<file path="src/rtl/ext_irq_controller.sv">
// External interrupt controller: per-source synchroniser and gateway, priority arbitration
// against a threshold, and a claim/complete register interface driving meip.
module ext_irq_controller #(
    parameter int unsigned NUM_SRC   = 8,
    parameter int unsigned PRIO_W    = 3,
    parameter logic [31:0] EDGE_MASK = 32'h0
) (
    input  logic               i_clk,
    input  logic               i_rst_n,
    input  logic [NUM_SRC-1:0] i_irq_src,
    input  logic               i_req,
    input  logic               i_we,
    input  logic [5:0]         i_addr,
    input  logic [31:0]        i_wdata,
    output logic [31:0]        o_rdata,
    output logic               o_ack,
    output logic               o_meip,
    output logic [4:0]         o_irq_id
);

    localparam logic [0:0] StIdle = 1'b0;
    localparam logic [0:0] StResp = 1'b1;

    localparam logic [5:0] AddrEnable    = 6'h00;
    localparam logic [5:0] AddrPending   = 6'h01;
    localparam logic [5:0] AddrThreshold = 6'h02;
    localparam logic [5:0] AddrClaim     = 6'h03;

    logic [NUM_SRC-1:0] sync1_q, sync2_q, sync_prev_q;
    logic [NUM_SRC-1:0] pending_q, pending_d;
    logic [NUM_SRC-1:0] in_service_q, in_service_d;
    logic [NUM_SRC-1:0] enable_q, enable_d;
    logic [PRIO_W-1:0]  threshold_q, threshold_d;
    logic [PRIO_W-1:0]  prio_q [NUM_SRC];
    logic [PRIO_W-1:0]  prio_d [NUM_SRC];
    logic [0:0]         state_q, state_d;
    logic [31:0]        rdata_q, rdata_d;
    logic [4:0]         irq_id_q;
    logic               meip_q;

    logic               access, wr_acc, rd_acc, claim, complete;
    logic [PRIO_W-1:0]  best_prio;
    logic [4:0]         best_idx;
    logic [4:0]         best_id;
    logic [4:0]         cmpl_id;

    logic unused_wdata;
    assign unused_wdata = ^i_wdata;

    // Accesses are only accepted while idle; a request during the response cycle is dropped.
    assign access   = i_req && (state_q == StIdle);
    assign wr_acc   = access && i_we;
    assign rd_acc   = access && !i_we;
    assign claim    = rd_acc && (i_addr == AddrClaim);
    assign complete = wr_acc && (i_addr == AddrClaim);
    assign cmpl_id  = i_wdata[4:0];

    // Two-flop synchroniser plus one extra stage of history for rising-edge detection.
    always_ff @(posedge i_clk or negedge i_rst_n) begin
        if (!i_rst_n) begin
            sync1_q     <= '0;
            sync2_q     <= '0;
            sync_prev_q <= '0;
        end else begin
            sync1_q     <= i_irq_src;
            sync2_q     <= sync1_q;
            sync_prev_q <= sync2_q;
        end
    end

    // Pick the highest-priority eligible source; ascending scan with strict > keeps lowest ID.
    always_comb begin
        best_prio = '0;
        best_idx  = '0;
        for (int k = 0; k < int'(NUM_SRC); k++) begin
            if (pending_q[k] && enable_q[k] && (prio_q[k] > best_prio)) begin
                best_prio = prio_q[k];
                best_idx  = 5'(k);
            end
        end
        best_id = (best_prio > threshold_q) ? (best_idx + 5'd1) : 5'd0;
    end

    // Gateways set pending; a claim on the same edge wins; complete only frees in_service.
    always_comb begin
        pending_d    = pending_q;
        in_service_d = in_service_q;
        for (int k = 0; k < int'(NUM_SRC); k++) begin
            if (!in_service_q[k]) begin
                if (EDGE_MASK[k]) begin
                    if (sync2_q[k] && !sync_prev_q[k]) pending_d[k] = 1'b1;
                end else begin
                    if (sync2_q[k]) pending_d[k] = 1'b1;
                end
            end
            if (claim && (best_id != 5'd0) && (best_idx == 5'(k))) begin
                pending_d[k]    = 1'b0;
                in_service_d[k] = 1'b1;
            end
            if (complete && (cmpl_id == 5'(k + 1))) begin
                in_service_d[k] = 1'b0;
            end
        end
    end

    // Configuration register writes commit on the request edge.
    always_comb begin
        enable_d    = enable_q;
        threshold_d = threshold_q;
        prio_d      = prio_q;
        if (wr_acc && (i_addr == AddrEnable))    enable_d    = i_wdata[NUM_SRC-1:0];
        if (wr_acc && (i_addr == AddrThreshold)) threshold_d = i_wdata[PRIO_W-1:0];
        for (int k = 0; k < int'(NUM_SRC); k++) begin
            if (wr_acc && (i_addr == 6'(16 + k))) prio_d[k] = i_wdata[PRIO_W-1:0];
        end
    end

    // Read data is captured at the request edge and presented during the response cycle.
    always_comb begin
        rdata_d = '0;
        if (rd_acc) begin
            case (i_addr)
                AddrEnable:    rdata_d[NUM_SRC-1:0] = enable_q;
                AddrPending:   rdata_d[NUM_SRC-1:0] = pending_q;
                AddrThreshold: rdata_d[PRIO_W-1:0]  = threshold_q;
                AddrClaim:     rdata_d[4:0]         = best_id;
                default: begin
                    for (int k = 0; k < int'(NUM_SRC); k++) begin
                        if (i_addr == 6'(16 + k)) rdata_d[PRIO_W-1:0] = prio_q[k];
                    end
                end
            endcase
        end
    end

    // Bus handshake: one response cycle per accepted request.
    always_comb begin
        state_d = StIdle;
        if (state_q == StIdle && i_req) state_d = StResp;
    end

    // Interrupt and configuration state.
    always_ff @(posedge i_clk or negedge i_rst_n) begin
        if (!i_rst_n) begin
            pending_q    <= '0;
            in_service_q <= '0;
            enable_q     <= '0;
            threshold_q  <= '0;
            for (int k = 0; k < int'(NUM_SRC); k++) prio_q[k] <= '0;
        end else begin
            pending_q    <= pending_d;
            in_service_q <= in_service_d;
            enable_q     <= enable_d;
            threshold_q  <= threshold_d;
            prio_q       <= prio_d;
        end
    end

    // Bus FSM, read data and registered interrupt outputs.
    always_ff @(posedge i_clk or negedge i_rst_n) begin
        if (!i_rst_n) begin
            state_q  <= StIdle;
            rdata_q  <= '0;
            irq_id_q <= '0;
            meip_q   <= 1'b0;
        end else begin
            state_q  <= state_d;
            rdata_q  <= rdata_d;
            irq_id_q <= best_id;
            meip_q   <= (best_id != 5'd0);
        end
    end

    assign o_ack    = (state_q == StResp);
    assign o_rdata  = (state_q == StResp) ? rdata_q : '0;
    assign o_meip   = meip_q;
    assign o_irq_id = irq_id_q;

endmodule

</file>
<file path="config.mk">
export PLATFORM = sky130hd
export DESIGN_NAME = ext_irq_controller
export DESIGN_NICKNAME = d
export VERILOG_FILES = /design/src/rtl/ext_irq_controller.sv
export SDC_FILE = /design/constraint.sdc
export NUM_CORES = 1
export LEC_CHECK = 0
export ABC_AREA = 0
export CAP_MARGIN = 20
export CELL_PAD_IN_SITES_DETAIL_PLACEMENT = 0
export CELL_PAD_IN_SITES_GLOBAL_PLACEMENT = 1
export CORE_ASPECT_RATIO = 0.9
export CORE_MARGIN = 4
export CORE_UTILIZATION = 43
export DETAILED_ROUTE_END_ITERATION = 16
export PLACE_DENSITY = 0.95
export SLEW_MARGIN = 20
export SYNTH_ARGS = -nofsm -noshare
export SYNTH_HDL_FRONTEND = slang
export SYNTH_SLANG_ARGS = --single-unit
</file>
<file path="constraint.sdc">
create_clock -name i_clk -period 24.5 [get_ports i_clk]
set_input_delay 4.9 -clock i_clk [delete_from_list [all_inputs] [get_ports i_clk]]
set_output_delay 4.9 -clock i_clk [all_outputs]
set_load 0.005 [all_outputs]
</file>
==> metrics.cfg <==
[status]
status=completed

[worst_setup_path]
crit_required_ns=24.69
r2r-end=rdata_q[2]$_DFF_PN0_
r2r_cells=56
crit_path_max_fanout=9
critical_path_arrival_ns=13.55
cp_common_cell=o21ai_0
critPathSlowestCell=o21ai_0
endpoint_kind=flip-flop
reg2reg_from=pending_q[0]$_DFFE_PN0P_
cpPeakStageDelay_ns=0.66
cp-start-kind=flip-flop
reg2reg_slack_ns=11.14
path_class=flip-flop to flip-flop

[clock_tree]
tritoncts=built
post_cts_buffers=0
clock_sinks=81
cts_resized=0
cts-root-buf=clkbuf_16
cts_hold_buf=0
clk_latency_ns=0.33
ctsLongestPathBuffers=2
cts.clk_slew.worst_paths_ns=0.06
numCtsBuffers=9
htreeDepth=3

[logic_synthesis]
netlist_top_cells_area=dfrtp_1 43%, mux2_2 6.0%, ha_1 5.8%, buf_4 4.0%, o21ai_0 3.6%
synth-main-ff-cell=dfrtp_1
synth_cells=483
ys_types=63
yosys_warnings=0
yosysSeqAreaShare=0.430
synthArstFlopShare=1.00
syn_area_per_cell_um2=9.76
yosys.area.top_type=dfrtp_1
synth_edf_count=0
synth-seq-cells=81
synth_top_cell_area_share=0.430
netlist_area_mm2=0.00472

[timing]
finalClockSkew_ns=0.00588
max_freq_mhz=74.9
setup_viol=0
rsz0062_at_grt=no
relSlewSlack=0.323
setup_tns_ns=0
hold_viol=0
period_share=0.545
layout_min_cycle_time_ns=13.36
maxSlewViolCount=0
tightest_slew_ns=1.00

[cells_and_area]
fill_cells=933
final_nets=592
final_common_cell=dfrtp_1
final_area_mm2=0.00541
antenna_cells=0
syn_to_final_growth_pct=14.8
drive_gt1_frac=0.134
mostFrequentLayoutCells=81 x dfrtp_1, 44 x nor2_1, 38 x clkdlybuf4s50_1

[floorplanning]
io_pins=89
core_region_area_mm2=0.0105
dieArea_mm2=0.0127
die_h_um=107
rows=35
start_util=0.451
fp.dieW_um=118

[place]
placed_cell_area_mm2=0.00513
portBuffers=39
hpwlAfterDp_um=8820
gp_congestion=0.928

[global_route]
track_usage=0.191
overflow=0
first_global_vias=3798
grt_pass1_wl_um=19400
antenna_found_initial=0
grt_max_degree=82

[hold_path]
min_path_cells=0
min_to=sync2_q[0]$_DFF_PN0_
hold_path_class=flip-flop to flip-flop
worstHoldStart=sync1_q[0]$_DFF_PN0_

[routing]
drt-vias-per-instance=5.90
antenna_left=0
dr.pass1.iters=5
drt_wl_total_um=12000
drt_first_iter_violations=303
num_vias=3853
drc=0
avgRoutedWirePerCell_um=18.3

[power]
power.density_mw_per_mm2=62.3
vdd.ir_drop.worst_uv=42.8
power.leakage_nw=2.41

[flow_run]
maxCapViolCount=0

## layer usage
layer  wire length (um)  GRT usage
met5                  0          0
met4                205     0.0554
met3                745     0.0368
met2               5890      0.321
met1               5120      0.252
## metrics by stage
| step | utilization | setup WS [ns] | power (mW) | cells | hold WS [ns] |
|---|---|---|---|---|---|
| final | 0.517 | 11.14 | 0.337 | 653 | 0.348 |
| after global routing | 0.517 | 10.19 | 0.353 | 653 | 0.360 |
| after CTS | 0.517 | 11.31 | 0.338 | 653 | 0.350 |
| after detailed placement | 0.490 | 11.31 | 0.213 | 638 | 0.337 |
| after global placement | 0.490 | 11.64 | 0.211 | 638 | 0.333 |
| after floorplan | - | 13.59 | 0.193 | 507 | 0.331 |
## synthesized netlist by cell type (7+ instances only)
cell type  number
nand3_1        17
inv_1          28
o21ai_0        34
nor3_1          9
clkbuf_1       12
ha_1           22
and2_1         13
nor2_1         44
dfrtp_1        81
mux2i_1         8
nand2_1        29
buf_4          25
and3_1          7
nor2b_1         7
mux2_2         25
a31oi_1         8
a21oi_1        28
## registers in the layout, summed over array words and instances (netlist names)
name and flops:
o_meip 1, rdata_q 8, pending_q 8, o_irq_id 4, in_service_q 8, enable_q 8, o_ack 1, sync2_q 8
sync1_q 8, threshold_q 3, prio_q 24
## area by class of cell
type,instances,area [um2],share of cell area
clock buffer,11,253,0.0467
inverter,29,109,0.0201
tap,129,161,0.0298
clock inverter,4,28.8,0.00532
sequential,81,2030,0.374
timing repair buffer,41,407,0.0751
multi-input combinational,358,2430,0.449
## critical path, delay by kind of cell, from the launching register on
family / cells / cell delay [ns]
compound gates: 25 / 6.28
buf+inv: 2 / 0.13
simple gates: 18 / 2.89
flops: 1 / 0.44
mux: 3 / 1.17
fa+ha+maj: 8 / 2.31
## report_power, final
| part | switching [mW] | internal [mW] | total (mW) | leakage, nW |
|---|---|---|---|---|
| logic | 0.0380 | 0.0276 | 0.0656 | 1.29 |
| registers | 0.00622 | 0.140 | 0.147 | 0.986 |
| clock network | 0.0514 | 0.0735 | 0.125 | 0.134 |
## kinds of logic (layout without fill, tap and decap cells)
group | after synthesis | count (layout) | synth area share
AOI/OAI and AO/OA | 115 | 115 | 0.169
adders and majority gates | 24 | 24 | 0.0629
buffers and inverters | 68 | 85 | 0.0743
DFF | 81 | 81 | 0.430
muxes | 37 | 37 | 0.0958
other | 1 | 25 | 0.000795
and+or+nand+nor | 157 | 157 | 0.167
## how the worst max path moves through the flow
stage	startpoint	to	slack, ns	depth (start not counted)
finish	pending_q[0]$_DFFE_PN0P_	rdata_q[2]$_DFF_PN0_	11.14	56
global route	pending_q[0]$_DFFE_PN0P_	rdata_q[2]$_DFF_PN0_	10.19	56
CTS	pending_q[0]$_DFFE_PN0P_	rdata_q[2]$_DFF_PN0_	11.31	56
detailed placement	pending_q[0]$_DFFE_PN0P_	rdata_q[2]$_DFF_PN0_	11.31	56
global placement	pending_q[0]$_DFFE_PN0P_	rdata_q[2]$_DFF_PN0_	11.64	55
floorplan	pending_q[0]$_DFFE_PN0P_	rdata_q[2]$_DFF_PN0_	13.59	57
Power figures use the tool's default switching activity.
